--- src/rtl/uart_rx_frame.sv ---
// Parametrised UART receiver: synchroniser, start/data/parity/stop FSM, valid/ready holding register.
// Define UART_RX_FRAME_PARITY_EN to build the parity state, par_mode decoding and rx_perr logic.
`timescale 1ns/1ps
module uart_rx_frame #(
    parameter int unsigned DATA_W = 8
) (
    input  logic              clk,
    input  logic              rstn,
    input  logic              rec_en,
    input  logic [15:0]       dfv,
    input  logic [1:0]        par_mode,
    input  logic              stop2,
    output logic [DATA_W-1:0] rx_data,
    output logic              rx_perr,
    output logic              rx_ferr,
    output logic              rx_valid,
    input  logic              rx_ready,
    output logic              rx_overrun,
    output logic              rx_busy,
    input  logic              uart_rx
);

    typedef enum logic [2:0] {
        StIdle,
        StStart,
        StData,
        StParity,
        StStop
    } state_e;

    state_e            state_q, state_d;
    logic              sync1_q, sync1_d;
    logic              sync2_q, sync2_d;
    logic [15:0]       cnt_q, cnt_d;
    logic [3:0]        bit_idx_q, bit_idx_d;
    logic [DATA_W-1:0] shift_q, shift_d;
    logic              stop_idx_q, stop_idx_d;
    logic              ferr_q, ferr_d;
    logic [DATA_W-1:0] data_q, data_d;
    logic              hold_ferr_q, hold_ferr_d;
    logic              valid_q, valid_d;
    logic              overrun_q, overrun_d;

    logic rx_s;
    logic mid;
    logic bit_end;
    logic commit;
    logic par_en;

`ifdef UART_RX_FRAME_PARITY_EN
    logic perr_q, perr_d;
    logic hold_perr_q, hold_perr_d;
    logic par_odd;

    assign par_en  = (par_mode == 2'b01) || (par_mode == 2'b10);
    assign par_odd = (par_mode == 2'b10);
    assign rx_perr = hold_perr_q;
`else
    logic unused_par_mode;

    assign par_en          = 1'b0;
    assign unused_par_mode = ^par_mode;
    assign rx_perr         = 1'b0;
`endif

    assign rx_s       = sync2_q;
    assign mid        = (cnt_q == (dfv >> 1));
    assign bit_end    = (cnt_q == dfv);
    assign rx_data    = data_q;
    assign rx_ferr    = hold_ferr_q;
    assign rx_valid   = valid_q;
    assign rx_overrun = overrun_q;
    assign rx_busy    = (state_q != StIdle);

    always_comb begin
        sync1_d     = uart_rx;
        sync2_d     = sync1_q;
        state_d     = state_q;
        cnt_d       = bit_end ? 16'd0 : cnt_q + 16'd1;
        bit_idx_d   = bit_idx_q;
        shift_d     = shift_q;
        stop_idx_d  = stop_idx_q;
        ferr_d      = ferr_q;
        data_d      = data_q;
        hold_ferr_d = hold_ferr_q;
        valid_d     = valid_q;
        overrun_d   = 1'b0;
        commit      = 1'b0;
`ifdef UART_RX_FRAME_PARITY_EN
        perr_d      = perr_q;
        hold_perr_d = hold_perr_q;
`endif

        unique case (state_q)
            StIdle: begin
                cnt_d = 16'd0;
                if (!rx_s) begin
                    state_d    = StStart;
                    bit_idx_d  = 4'd0;
                    stop_idx_d = 1'b0;
                    ferr_d     = 1'b0;
`ifdef UART_RX_FRAME_PARITY_EN
                    perr_d     = 1'b0;
`endif
                end
            end
            StStart: begin
                if (mid && rx_s) begin
                    // Glitch or noise: abandon without any output.
                    state_d = StIdle;
                    cnt_d   = 16'd0;
                end else if (bit_end) begin
                    state_d   = StData;
                    bit_idx_d = 4'd0;
                end
            end
            StData: begin
                if (mid) begin
                    shift_d = {rx_s, shift_q[DATA_W-1:1]};
                end
                if (bit_end) begin
                    if (bit_idx_q == 4'(DATA_W - 1)) begin
                        state_d    = par_en ? StParity : StStop;
                        stop_idx_d = 1'b0;
                    end else begin
                        bit_idx_d = bit_idx_q + 4'd1;
                    end
                end
            end
`ifdef UART_RX_FRAME_PARITY_EN
            StParity: begin
                if (mid) begin
                    perr_d = (^shift_q) ^ rx_s ^ par_odd;
                end
                if (bit_end) begin
                    state_d = StStop;
                end
            end
`endif
            StStop: begin
                if (mid) begin
                    ferr_d = ferr_q | ~rx_s;
                    // Commit at the final stop mid-point so a following start bit is not missed.
                    if (!(stop2 && !stop_idx_q)) begin
                        commit  = 1'b1;
                        state_d = StIdle;
                        cnt_d   = 16'd0;
                    end
                end else if (bit_end) begin
                    stop_idx_d = 1'b1;
                end
            end
            default: begin
                state_d = StIdle;
                cnt_d   = 16'd0;
            end
        endcase

        if (!rec_en) begin
            state_d    = StIdle;
            cnt_d      = 16'd0;
            bit_idx_d  = 4'd0;
            shift_d    = '0;
            stop_idx_d = 1'b0;
            ferr_d     = 1'b0;
            commit     = 1'b0;
`ifdef UART_RX_FRAME_PARITY_EN
            perr_d     = 1'b0;
`endif
        end

        if (valid_q && rx_ready) begin
            valid_d = 1'b0;
        end
        if (commit) begin
            if (!valid_q || rx_ready) begin
                data_d      = shift_q;
                hold_ferr_d = ferr_d;
                valid_d     = 1'b1;
`ifdef UART_RX_FRAME_PARITY_EN
                hold_perr_d = perr_q;
`endif
            end else begin
                overrun_d = 1'b1;
            end
        end
    end

    always_ff @(posedge clk) begin
        if (!rstn) begin
            sync1_q     <= 1'b1;
            sync2_q     <= 1'b1;
            state_q     <= StIdle;
            cnt_q       <= 16'd0;
            bit_idx_q   <= 4'd0;
            shift_q     <= '0;
            stop_idx_q  <= 1'b0;
            ferr_q      <= 1'b0;
            data_q      <= '0;
            hold_ferr_q <= 1'b0;
            valid_q     <= 1'b0;
            overrun_q   <= 1'b0;
        end else begin
            sync1_q     <= sync1_d;
            sync2_q     <= sync2_d;
            state_q     <= state_d;
            cnt_q       <= cnt_d;
            bit_idx_q   <= bit_idx_d;
            shift_q     <= shift_d;
            stop_idx_q  <= stop_idx_d;
            ferr_q      <= ferr_d;
            data_q      <= data_d;
            hold_ferr_q <= hold_ferr_d;
            valid_q     <= valid_d;
            overrun_q   <= overrun_d;
        end
    end

`ifdef UART_RX_FRAME_PARITY_EN
    always_ff @(posedge clk) begin
        if (!rstn) begin
            perr_q      <= 1'b0;
            hold_perr_q <= 1'b0;
        end else begin
            perr_q      <= perr_d;
            hold_perr_q <= hold_perr_d;
        end
    end
`endif

endmodule

--- config.mk ---
export PLATFORM = sky130hd
export DESIGN_NAME = uart_rx_frame
export DESIGN_NICKNAME = d
export VERILOG_FILES = /design/src/rtl/uart_rx_frame.sv
export SDC_FILE = /design/constraint.sdc
export NUM_CORES = 1
export LEC_CHECK = 0
export CORE_UTILIZATION = 56
export CTS_BUF_LIST = sky130_fd_sc_hd__clkbuf_8
export CTS_CLUSTER_DIAMETER = 30
export CTS_CLUSTER_SIZE = 8
export DETAILED_ROUTE_END_ITERATION = 7
export PLACE_DENSITY = 0.85
export SYNTH_ARGS = -nofsm -noshare
export SYNTH_HDL_FRONTEND = slang
export SYNTH_SLANG_ARGS = --single-unit
--- constraint.sdc ---
create_clock -name clk -period 2.4 [get_ports clk]
set_input_delay 0.24 -clock clk [delete_from_list [all_inputs] [get_ports clk]]
set_output_delay 0.24 -clock clk [all_outputs]
set_load 0.01 [all_outputs]
==> results_dict.tcl, run 1 <==
set metrics [dict create \
    ir_drop_v 0.000416 \
    clockBufferDepth 2 \
    vias_per_cell 5.35 \
    fillers 314 \
    post_cts_buffers 0 \
    ys_top_cells_by_area "dfxtp_1 38%, xor2_1 14%, mux2i_1 6.7%, nor2_1 5.9%, nand2_1 2.8%" \
    rsz0062_at_grt "false" \
    cts_buffers 5 \
    synthTopCellsByCount "46 x dfxtp_1, 39 x xor2_1, 38 x nor2_1, 18 x nand2_1, 16 x mux2i_1" \
    synth_top_area_share_pct 38.4 \
    path_delay_family "simple AND/OR/NAND/NOR gates" \
    synth_ff_type "dfxtp_1" \
    synth_edf_count 0 \
    power.switching_uw 321 \
    run_status "completed" \
    worstPathCellList "xor2_1 > nor4_1 > and4_1 > buf_4 > nand4_2 > buf_4 > mux2i_1 > nor2_1" \
    r2r_slack_ps 250 \
    final.setup.tns_ps 0 \
    worst_setup_path_start_kind "flip-flop" \
    num_rows 23 \
    setup_viol 0 \
    fin_nets 326 \
    grt_first_pass_wirelength_um 8040 \
    synth_area_sq_um 2400 \
    comb_power_share_pct 7.0 \
    synth_cells 266 \
    first_global_vias 1814 \
    firstDrtPassIters 4 \
    p_leak_nw 1.15 \
    hold_buffers 0 \
    fin_cells 351 \
    drtIter0Drc 113 \
    synth-seq-cells 46 \
    period_share_pct 89.8 \
    place_area_sq_um 2780 \
    globalRouteOverflowTotal 0 \
    path_class "flip-flop to flip-flop" \
    yosysWarnings 0 \
    fin_skew_ps 5.70 \
    fp.coreArea_sq_um 4060 \
    worstHoldPathType "flip-flop to flip-flop" \
    grt_max_degree 17 \
    worstReg2RegStart "cnt_q[0]$_SDFF_PN0_" \
    crit_required_ps 2580 \
    max_freq_mhz 464 \
    p_sw_share_pct 22.2 \
    pwr-share-clk_pct 39.9 \
    die_y_um 67.4 \
    p_int_mw 1.13 \
    cp_slowest_stage_delay_ps 490 \
    area_delta_synth_final_pct 20.6 \
    gp_congestion 0.839 \
    clkTransAtPathRegs_ps 90 \
    grt_use_total_pct 24.0 \
    synth.largest_area_cell "dfxtp_1" \
    place_inst 343 \
    crit_start "cnt_q[0]$_SDFF_PN0_" \
    drv_slew 0 \
    io_pins 37 \
    vias 1877 \
    synth_most_common_cell "dfxtp_1" \
    clock-sinks 46 \
    hold_viol_final 0 \
    seq_power_share_pct 53.1 \
    ctsRootBufferMaster "clkbuf_8" \
    drive_above_1_share_pct 8.97 \
    n_antenna_cell 0 \
    insertion_delay_ps 300 \
    port-buffer-count 33 \
    ff_latch_area_sq_um 921 \
    multiInputGateArea_sq_um 1370 \
    r2r_cells 8 \
    design_area_sq_um 2890 \
    post_cts_resized 0 \
    antenna_found_initial 0 \
    cp_max_fo 9 \
    synth_fp_nets 292 \
    async_reset_ff_share_pct 0 \
    hp-start "sync1_q$_SDFF_PN1_" \
    dp_hpwl_um 3660 \
    h-tree-depth 2 \
    synth_cell_types 45 \
    yosysSeqAreaShare_pct 38.4 \
    postSynthAreaPerCell_sq_um 9.02 \
    routed_wl_um 4860 \
    cap_violations 0 \
    die_w_um 67.4 \
    period_minus_slack_ps 2150 \
    die-area_sq_um 4550 \
    start_util_pct 59.1 \
    final_antenna_net_count 0 \
    drc 0 \
    cp_slowest_cell "dfxtp_1" \
    critPathMostFrequentCell "buf_4" \
    critical_path_depth 8 \
    p_per_area_nw_per_um2 500 \
    cts_tree "yes" \
    wl_per_cell_um 13.9 \
    cp-end-kind "flip-flop" \
    critical_path_arrival_ps 2340 \
    holdPathStages 1 \
    crit_buf_inv 2 \
]
## per-stage QoR
stage | power, mW | setup slack (ps) | utilization (%) | hold WS (ps)
finish | 1.45 | 245 | 71.3 | 427
global route | 1.49 | 97.2 | 71.3 | 437
floorplan | 0.830 | 422 | - | 313
CTS | 1.45 | 269 | 71.3 | 429
detailed placement | 0.886 | 12.8 | 68.5 | 407
global placement | 0.885 | 42.8 | 68.5 | 399
## routing by layer
layer	GRT usage, %	vias to the layer above	wire, um
li1	-	970	-
met1	29.2	866	2280
met3	6.59	5	164
met5	0	-	0
met4	7.45	0	49
met2	41.0	36	2370
## flip-flops by register name, summed over array words and instances (netlist names)
register / count
rx_ferr: 1
state_q: 3
rx_s: 1
shift_q: 8
bit_idx_q: 4
rx_overrun: 1
cnt_q: 16
rx_valid: 1
sync1_q: 1
rx_data: 8
stop_idx_q: 1
ferr_q: 1
## logic make-up after synthesis
logic type / after synthesis / synth area share (%)
other: 1 / 0.156
buffers and inverters: 20 / 4.69
multiplexers: 16 / 6.68
AO/OA/AOI/OAI: 26 / 7.88
adder cells (fa/ha/maj): 3 / 1.51
XOR/XNOR: 45 / 16.4
AND/OR/NAND/NOR: 109 / 24.3
flip-flops: 46 / 38.4
## worst reg2reg max path, delay by kind of cell (launching register included)
family	cells	cell delay, ps
buffers and inverters	2	370
and+or+nand+nor	4	870
muxes	1	180
xor gates and xnor gates	1	130
DFF	1	490
## area by class of cell
class	instances	area share [%]
Clock buffer	5	2.38
Clock inverter	3	1.43
Inverter	4	0.519
Multi-Input combinational cell	200	47.2
Sequential cell	46	31.8
Tap cell	50	2.16
Timing Repair Buffer	43	14.5
## cells in the final DEF, fill, tap and decap left out, types with 2 or more instances in the layout
cell type,n
ha_1,2
xnor2_1,6
nor3b_1,3
clkbuf_8,5
inv_1,5
buf_4,9
nor2_1,38
and3_1,6
and4_1,4
nand2b_1,4
o21ai_0,7
and2_1,5
nand2_1,18
xor2_1,39
nand4_1,4
nor4_2,4
mux2i_1,16
nor3_1,4
a21oi_1,6
clkdlybuf4s50_1,33
nor4_1,4
nand3_1,8
or3_1,2
dfxtp_1,46
## power by group through the flow
| stage | registers (mW) | logic (mW) | clock network [mW] |
|---|---|---|---|
| after floorplan | 0.784 | 0.0458 | 0 |
| after global placement | 0.786 | 0.0989 | 0 |
| after detailed placement | 0.786 | 0.101 | 0 |
| after CTS | 0.768 | 0.101 | 0.578 |
| after global routing | 0.768 | 0.110 | 0.616 |
| final | 0.768 | 0.102 | 0.577 |
## path summary, 6_finish.rpt
| check | endpoint |
|---|---|
| worst max-delay path | rx_data[5]$_SDFFE_PN0P_ |
| worst min-delay path | rx_s$_SDFF_PN1_ |
| worst max register to register | rx_data[5]$_SDFFE_PN0P_ |
| worst min register to register | rx_s$_SDFF_PN1_ |
No activity file was read; power rests on OpenSTA's default activity.
==> inputs of run 2 (changes only) <==
--- a/config.mk
+++ b/config.mk
@@ -5,12 +5,13 @@
 export SDC_FILE = /design/constraint.sdc
 export NUM_CORES = 1
 export LEC_CHECK = 0
-export CORE_UTILIZATION = 56
+export CAP_MARGIN = 10
+export CORE_UTILIZATION = 60
 export CTS_BUF_LIST = sky130_fd_sc_hd__clkbuf_8
 export CTS_CLUSTER_DIAMETER = 30
 export CTS_CLUSTER_SIZE = 8
 export DETAILED_ROUTE_END_ITERATION = 7
-export PLACE_DENSITY = 0.85
+export PLACE_DENSITY = 0.9
 export SYNTH_ARGS = -nofsm -noshare
 export SYNTH_HDL_FRONTEND = slang
 export SYNTH_SLANG_ARGS = --single-unit
==> constraint.sdc (replaced) <==
create_clock -name clk -period 2.7 [get_ports clk]
set_input_delay 0.27 -clock clk [delete_from_list [all_inputs] [get_ports clk]]
set_output_delay 0.27 -clock clk [all_outputs]
set_load 0.01 [all_outputs]
==> results_dict.tcl, run 2 (synthesis gave the netlist of run 1 again) <==
set metrics [dict create \
    multiInputGateArea_sq_um 1370 \
    worst_setup_path_start_kind "primary input" \
    final_antenna_net_count 0 \
    crit_end "bit_idx_q[2]$_SDFFE_PN0P_" \
    post_cts_buffers 0 \
    setup_viol 0 \
    post_cts_resized 0 \
    port-buffer-count 33 \
    largest_register_ffs 16 \
    hold_viol_final 0 \
    drtIter0Drc 143 \
    clock-sinks 46 \
    globalRouteOverflowTotal 0 \
    top_register "cnt_q" \
    cts_buffers 5 \
    gp_congestion 0.879 \
    first_global_vias 1871 \
    period_share_pct 80.1 \
    antenna_found_initial 0 \
    critical_path_arrival_ps 2350 \
    drive_above_1_share_pct 8.08 \
    ir_drop_v 0.000391 \
    drv_slew 0 \
    rsz0062_at_grt "false" \
    grt_use_total_pct 26.5 \
    p_leak_nw 1.14 \
    ff_latch_area_sq_um 921 \
    hp-start "sync1_q$_SDFF_PN1_" \
    vias_per_cell 5.66 \
    ctsRootBufferMaster "clkbuf_8" \
    die_w_um 65.2 \
    grt_first_pass_wirelength_um 8500 \
    place_inst 337 \
    dp_hpwl_um 3780 \
    cts_tree "yes" \
    insertion_delay_ps 310 \
    worstPathCellList "clkdlybuf4s50_1 > xor2_1 > nor4_1 > and4_1 > o21ai_0 > o21ai_0 > o21ai_0" \
    fp.coreArea_sq_um 3740 \
    num_rows 22 \
    fin_skew_ps 7.14 \
    path_class "primary input to flip-flop" \
    worstHoldPathType "flip-flop to flip-flop" \
    max_freq_mhz 463 \
    final.setup.tns_ps 0 \
    holdWs_ps 435 \
    cp_slowest_cell "clkdlybuf4s50_1" \
    clockBufferDepth 2 \
    clkTransAtPathRegs_ps 90 \
    routed_wl_um 5040 \
    hold_buffers 0 \
    drc 0 \
    die_y_um 65.2 \
    die-area_sq_um 4250 \
    firstDrtPassIters 4 \
    io_pins 37 \
    r2r_cells 7 \
    period_minus_slack_ps 2160 \
    rr_endpoint "ferr_q$_SDFF_PN0_" \
    critPathMostFrequentCell "o21ai_0" \
    cp_slowest_stage_delay_ps 460 \
    cp_max_fo 5 \
    vias 1951 \
    grt_max_degree 17 \
    h-tree-depth 2 \
    r2r_slack_ps 560 \
    n_antenna_cell 0 \
    worstReg2RegStart "cnt_q[2]$_SDFF_PN0_" \
    final_cell_mix "46 x dfxtp_1, 39 x xor2_1, 38 x nor2_1" \
    p_per_area_nw_per_um2 479 \
    fin_nets 322 \
    area_delta_synth_final_pct 20.3 \
    cp-end-kind "flip-flop" \
    crit_start "dfv[15]" \
    fillers 266 \
    run_status "completed" \
    cap_violations 0 \
    start_util_pct 64.1 \
    crit_required_ps 2890 \
    fin_cells 345 \
    wl_per_cell_um 14.6 \
    layout_commonest_cell "dfxtp_1" \
]
[run 2: cell count changes in the layout (fill, tap and decap cells not counted)]
cell,delta
bufinv_16,+1
clkinv_4,+1
buf_4,-4
clkinvlp_4,-1
inv_1,-1
[run 2: worst min-delay path by stage]
stage                      end  depth (start not counted)  slack [ps]
6_report       rx_s$_SDFF_PN1_                          1         430
3_5_place_dp   rx_s$_SDFF_PN1_                          1         410
3_3_place_gp   rx_s$_SDFF_PN1_                          1         390
5_1_grt        rx_s$_SDFF_PN1_                          1         460
2_1_floorplan  rx_s$_SDFF_PN1_                          1         340
4_1_cts        rx_s$_SDFF_PN1_                          1         440
[run 2: worst max-delay path: cells and delay by family]
kind                      cells  cell delay (ps)
and+or+nand+nor               2              770
AOI/OAI and AO/OA             3              650
buffers and inverters         1              460
xor gates and xnor gates      1              190
[run 2: report_power, final]
group | switching [mW] | leakage, nW | internal, mW | total [mW]
Sequential | 0.00241 | 0.371 | 0.680 | 0.682
Combinational | 0.0419 | 0.701 | 0.0464 | 0.0883
Clock | 0.242 | 0.0683 | 0.371 | 0.613
[run 2: through the flow]
stage          instance area, sq um  setup slack (ps)  util, %  total power, mW
3_3_place_gp                   2750               272     73.4            0.783
6_report                       2890               538     77.1             1.38
2_1_floorplan                  2400               722        -            0.738
4_1_cts                        2890               550     77.1             1.39
3_5_place_dp                   2750               220     73.4            0.786
5_1_grt                        2890               359     77.1             1.42
[run 2: area by class of cell]
| type | instances | area share (%) |
|---|---|---|
| Inverter | 4 | 0.520 |
| Sequential cell | 46 | 31.9 |
| Clock inverter | 3 | 2.38 |
| Tap cell | 48 | 2.08 |
| Timing Repair Buffer | 39 | 13.4 |
| Multi-Input combinational cell | 200 | 47.3 |
| Clock buffer | 5 | 2.38 |
[run 2: metal layers]
layer	share of wire, %	GRT usage, %	up-vias
li1	-	-	963
met1	43	31.5	918
met2	50	45.7	57
met3	5.2	6.77	13
met4	2.1	9.78	0
met5	0	0	-
==> RTL change 1: new RTL, flow settings as in run 1 <==
Add a define of `UART_RX_FRAME_PARITY_EN`.
--- a/src/rtl/uart_rx_frame.sv
+++ b/src/rtl/uart_rx_frame.sv
@@ -1,6 +1,8 @@
 // Parametrised UART receiver: synchroniser, start/data/parity/stop FSM, valid/ready holding register.
 // Define UART_RX_FRAME_PARITY_EN to build the parity state, par_mode decoding and rx_perr logic.
 `timescale 1ns/1ps
+`define UART_RX_FRAME_PARITY_EN
+
 module uart_rx_frame #(
     parameter int unsigned DATA_W = 8
 ) (
Function: no difference found for any inputs over 10 cycles, from zero or initial values and one cycle with rstn low; that may be too few to reach the edited logic, so the function may still have changed.
==> RTL change 1 against run 1 <==
Synthesized cell count increased by 14%; first-iteration DRC count increased by 61%; power increased by 4.9%; worst setup slack improved by 0.0072 ns; area after synthesis increased by 10%; cell area increased by 9.2%; routed wire length increased by 14%; sequential cell count increased by 2; clock power increased by 3%; critical path type unchanged.
==> RTL change 1: results (changes against run 1) <==
- Post-Layout Cell Count: 389 (+11%)
- DRT iter0 DRCs: 182 (+61%)
- Largest register FFs: 16 (unchanged)
- Post-Place Cells: 381 (+11%)
- P_leak: 1.114 nW (-3.1%)
- Post-CTS Hold Buffers: 0 (unchanged)
- Number of I/O port buffers: 36 (+9.1%)
- Syn_nets: 331 (+13%)
- Pin count of the biggest net entering global routing: 21 (+4)
- Avg Cell Area, Syn: 8.746 um2 (-3.0%)
- WL final: 5.558 mm (+14%)
- Area contributors post-synth: dfxtp_1, xnor2_1, xor2_1
- Post-CTS Setup Inserts: 0 (unchanged)
- FFs w/ async S/R, synth: 0% (unchanged)
- Crit path max fanout: 20 (+11)
- Clock-pin slew on the worst setup and hold paths: 0.09 ns (about the same)
- Worst r2r path cells: 7 (-1)
- GP Congestion: 0.8983 (+7.0%)
- Hold Crit Depth: 1 (unchanged)
- First-pass GRT wire length: 9.715 mm (+21%)
- Tot GR Track Use: 24.21% (+0.17 points)
- Worst-margin pin slew: 0.4676 ns
- Layout cells sized above 1: 8.902% (-0.068 points)
- Worst Setup SP: cnt_q[6]
- Layout Skew: 0.01019 ns (+0.004487 ns)
- Seq/Total Area, Yosys: 36.26% (-2.1 points)
- Drt first pass iters: 6 (+2)
- Signal arrival time at the worst endpoint: 2.38 ns (+0.04 ns)
- Max IR drop VDD: 0.2891 mV (-31%)
- Post-synth cell types: 48 (+6.7%)
- Post_cts resized: 0 (unchanged)
- Status: complete, no violations
- Fin nets: 364 (+12%)
- Post-synth top cells: dfxtp_1, nor2_1, xnor2_1, nand2_1, xor2_1
- Psw: 0.3367 mW (+4.9%)
- DP HPWL: 4.170 mm (+14%)
- Total number of vias: 2142 (+14%)
- Synth Warn #: 0 (unchanged)
- Fill count: 349 (+11%)
==> RTL change 1: changes by cell type in the layout (fill, tap and decap cells not counted), moves of 5 or more <==
cell and change:
xnor2_1 +21, xor2_1 -15, nor2b_1 +10, nand2_1 +6, nor2_1 -6, a21oi_1 +5
o21ai_0 +5
==> RTL change 1: cells by family after synthesis <==
kind of cell               share of synthesized area [%]
buffers and inverters                              5.524
and+or+nand+nor                                    23.09
xor gates and xnor gates                           18.70
muxes                                              4.533
DFF                                                36.26
AOI/OAI and AO/OA                                  10.01
adders and majority gates                          1.889
==> RTL change 1: final timing paths <==
kind | to | slack [ns]
max | bit_idx_q[3] | 0.25
max reg2reg | bit_idx_q[3] | 0.25
min | rx_s | 0.44
min reg2reg | rx_s | 0.44
==> RTL change 1: cell type report <==
type / instances / area (um2) / share of cell area (%)
inverter: 7 / 26.28 / 0.8320
timing repair buffer: 46 / 447.9 / 14.18
clock inverter: 3 / 46.29 / 1.466
tap: 52 / 65.06 / 2.060
clock buffer: 5 / 68.82 / 2.179
multi-input combinational: 228 / 1543 / 48.85
sequential: 48 / 960.9 / 30.43
==> RTL change 1: routing by layer <==
layer | track usage [%] | wire length [um] | vias to the layer above
li1 | - | - | 1091
met1 | 33.75 | 2613 | 995
met2 | 39.10 | 2593 | 52
met3 | 4.131 | 297 | 4
met4 | 6.222 | 53 | 0
met5 | 0 | 0 | -
==> RTL change 1: per-stage QoR <==
stage | worst slack, ns | util (%) | cell area [um2] | total power [mW]
detailed placement | 0.01377 | 68.47 | 3043 | 0.9422
global placement | 0.04901 | 68.47 | 3043 | 0.9406
CTS | 0.2551 | 71.06 | 3158 | 1.525
floorplan | 0.5485 | - | 2650 | 0.8795
global route | 0.004271 | 71.06 | 3158 | 1.576
finish | 0.2526 | 71.06 | 3158 | 1.517
==> RTL change 1: power by group through the flow <==
stage | Combinational (mW) | Sequential (mW) | Clock, mW
after floorplan | 0.0619 | 0.818 | 0
after global placement | 0.120 | 0.821 | 0
after detailed placement | 0.122 | 0.821 | 0
after CTS | 0.123 | 0.802 | 0.600
after global routing | 0.133 | 0.803 | 0.640
final | 0.123 | 0.802 | 0.593
==> RTL change 1: worst max-delay path, cell delays in order (launching register included) <==
cell,delay (ns)
dfxtp_1,0.57
xor2_1,0.18
nor4_1,0.06
nand4_1,0.11
buf_4,0.25
a31oi_1,0.22
or4_1,0.56
o21ai_1,0.13
==> RTL change 2: new RTL, settings of run 1 <==
Made on the original files. Encoding of `state_e`: now one-hot (5 bits for 5 states).
--- a/src/rtl/uart_rx_frame.sv
+++ b/src/rtl/uart_rx_frame.sv
@@ -20,12 +20,12 @@
     input  logic              uart_rx
 );
 
-    typedef enum logic [2:0] {
-        StIdle,
-        StStart,
-        StData,
-        StParity,
-        StStop
+    typedef enum logic [4:0] {
+        StIdle   = 5'b00001,
+        StStart  = 5'b00010,
+        StData   = 5'b00100,
+        StParity = 5'b01000,
+        StStop   = 5'b10000
     } state_e;
 
     state_e            state_q, state_d;
Check against the original RTL: no difference found for any inputs over 10 cycles, from zero or initial values and one cycle with rstn low; not proved beyond that.
==> RTL change 2 against run 1 <==
Power rose by 1.0%; via count rose by 3.0%; clock power fell by 2%; highest routed layer unchanged; largest power group unchanged; largest cell class unchanged; sequential cell count rose by 1; combinational power rose by 9.8%; area after synthesis rose by 2.6%; routed wire length rose by 4.2%; cell area rose by 5.0%; critical path type is now reg -> out; sequential power rose by 2%; maximum frequency fell by 1.3%; worst setup slack got worse by 0.029 ns.
==> RTL change 2: results (changes against run 1) <==
- Fin nets: 330 (+1.2%)
- Layout Skew: 0.008582 ns (+0.002879 ns)
- P_leak: 1.080 nW (-6.0%)
- DP HPWL: 3.787 mm (+3.5%)
- Layout cells sized above 1: 13.49% (+4.5 points)
- Compound-cell area share of the yosys netlist: 8.185% (+0.31 points)
- Max IR drop VDD: 0.4389 mV (+5.5%)
- Critical path's slowest cell: or4b_2
- #MultiIn Comb: 194 (-3.0%)
- Post-synth top cells: dfxtp_1, nor2_1, xor2_1, mux2i_1, xnor2_1
- Slowest stage delay, CP: 0.65 ns (+0.16 ns)
- Vias/cell: 5.460 (+2.1%)
- CP Capture Point: rx_busy
- Reg2reg start: cnt_q[0]
- Vias in the first global route: 1824 (+0.55%)
- Area contributors post-synth: dfxtp_1, xor2_1, mux2i_1
- Signal buffers: 53 (+23%)
- Post-synthesis mux area share: 7.321% (+0.64 points)
- Invs w/o clock: 3 (-1)
- Part of the power in combinational logic: 7.7% (+0.7 points)
- Post-place setup slack: -0.01602 ns (-0.02883 ns)
- Syn_nets: 284 (-2.7%)
- GP Congestion: 0.8732 (+4.0%)
- Worst hold margin: 0.4411 ns (+0.01377 ns)
- Worst Setup SP: state_q[0]
- Clock group share of total power: 38.7% (-1.2 points)
- Post-synthesis adder-cell area fraction: 1.017% (-0.50 points)
- Post-synth cell types: 54 (+20%)
- Wire per inst: 14.31 um (+3.3%)
- Status: complete, no violations
- Psw: 0.3097 mW (-3.5%)
- Tot GR Track Use: 23.94% (-0.10 points)
- #FFs+latches synth: 47 (+2.2%)
- Reg2reg end: bit_idx_q[3]
- Seq/Total Area, Yosys: 38.23% (-0.16 points)
- R2r setup slk: 0.28 ns (+0.03 ns)
- DRT iter0 DRCs: 146 (+29%)
## RTL change 2: changes by cell type in the layout (fill, tap and decap cells not counted), moves of 4 or more
cell            run 1  this run
nand2_1            18        14
xnor2_1             6        17
nand4_1             4         8
and3_1              6         2
nor2_1             38        30
buf_4               9        18
nor2b_1             1         9
xor2_1             39        26
## RTL change 2: stage by stage
stage | setup TNS [ns] | total power [mW] | instances | util (%) | area, um2
after floorplan | 0 | 0.8508 | 258 | - | 2461
after CTS | 0 | 1.471 | 354 | 73.79 | 3037
after detailed placement | -0.02505 | 0.9128 | 347 | 71.21 | 2930
after global routing | 0 | 1.511 | 354 | 73.79 | 3037
after global placement | 0 | 0.9106 | 347 | 71.21 | 2930
final | 0 | 1.461 | 354 | 73.79 | 3037
## RTL change 2: layer usage
metal	vias up	wire [um]	GRT usage (%)
li1	975	-	-
met1	912	2326	30.12
met2	35	2438	38.97
met3	11	181	5.500
met4	0	122	9.896
met5	-	0	0
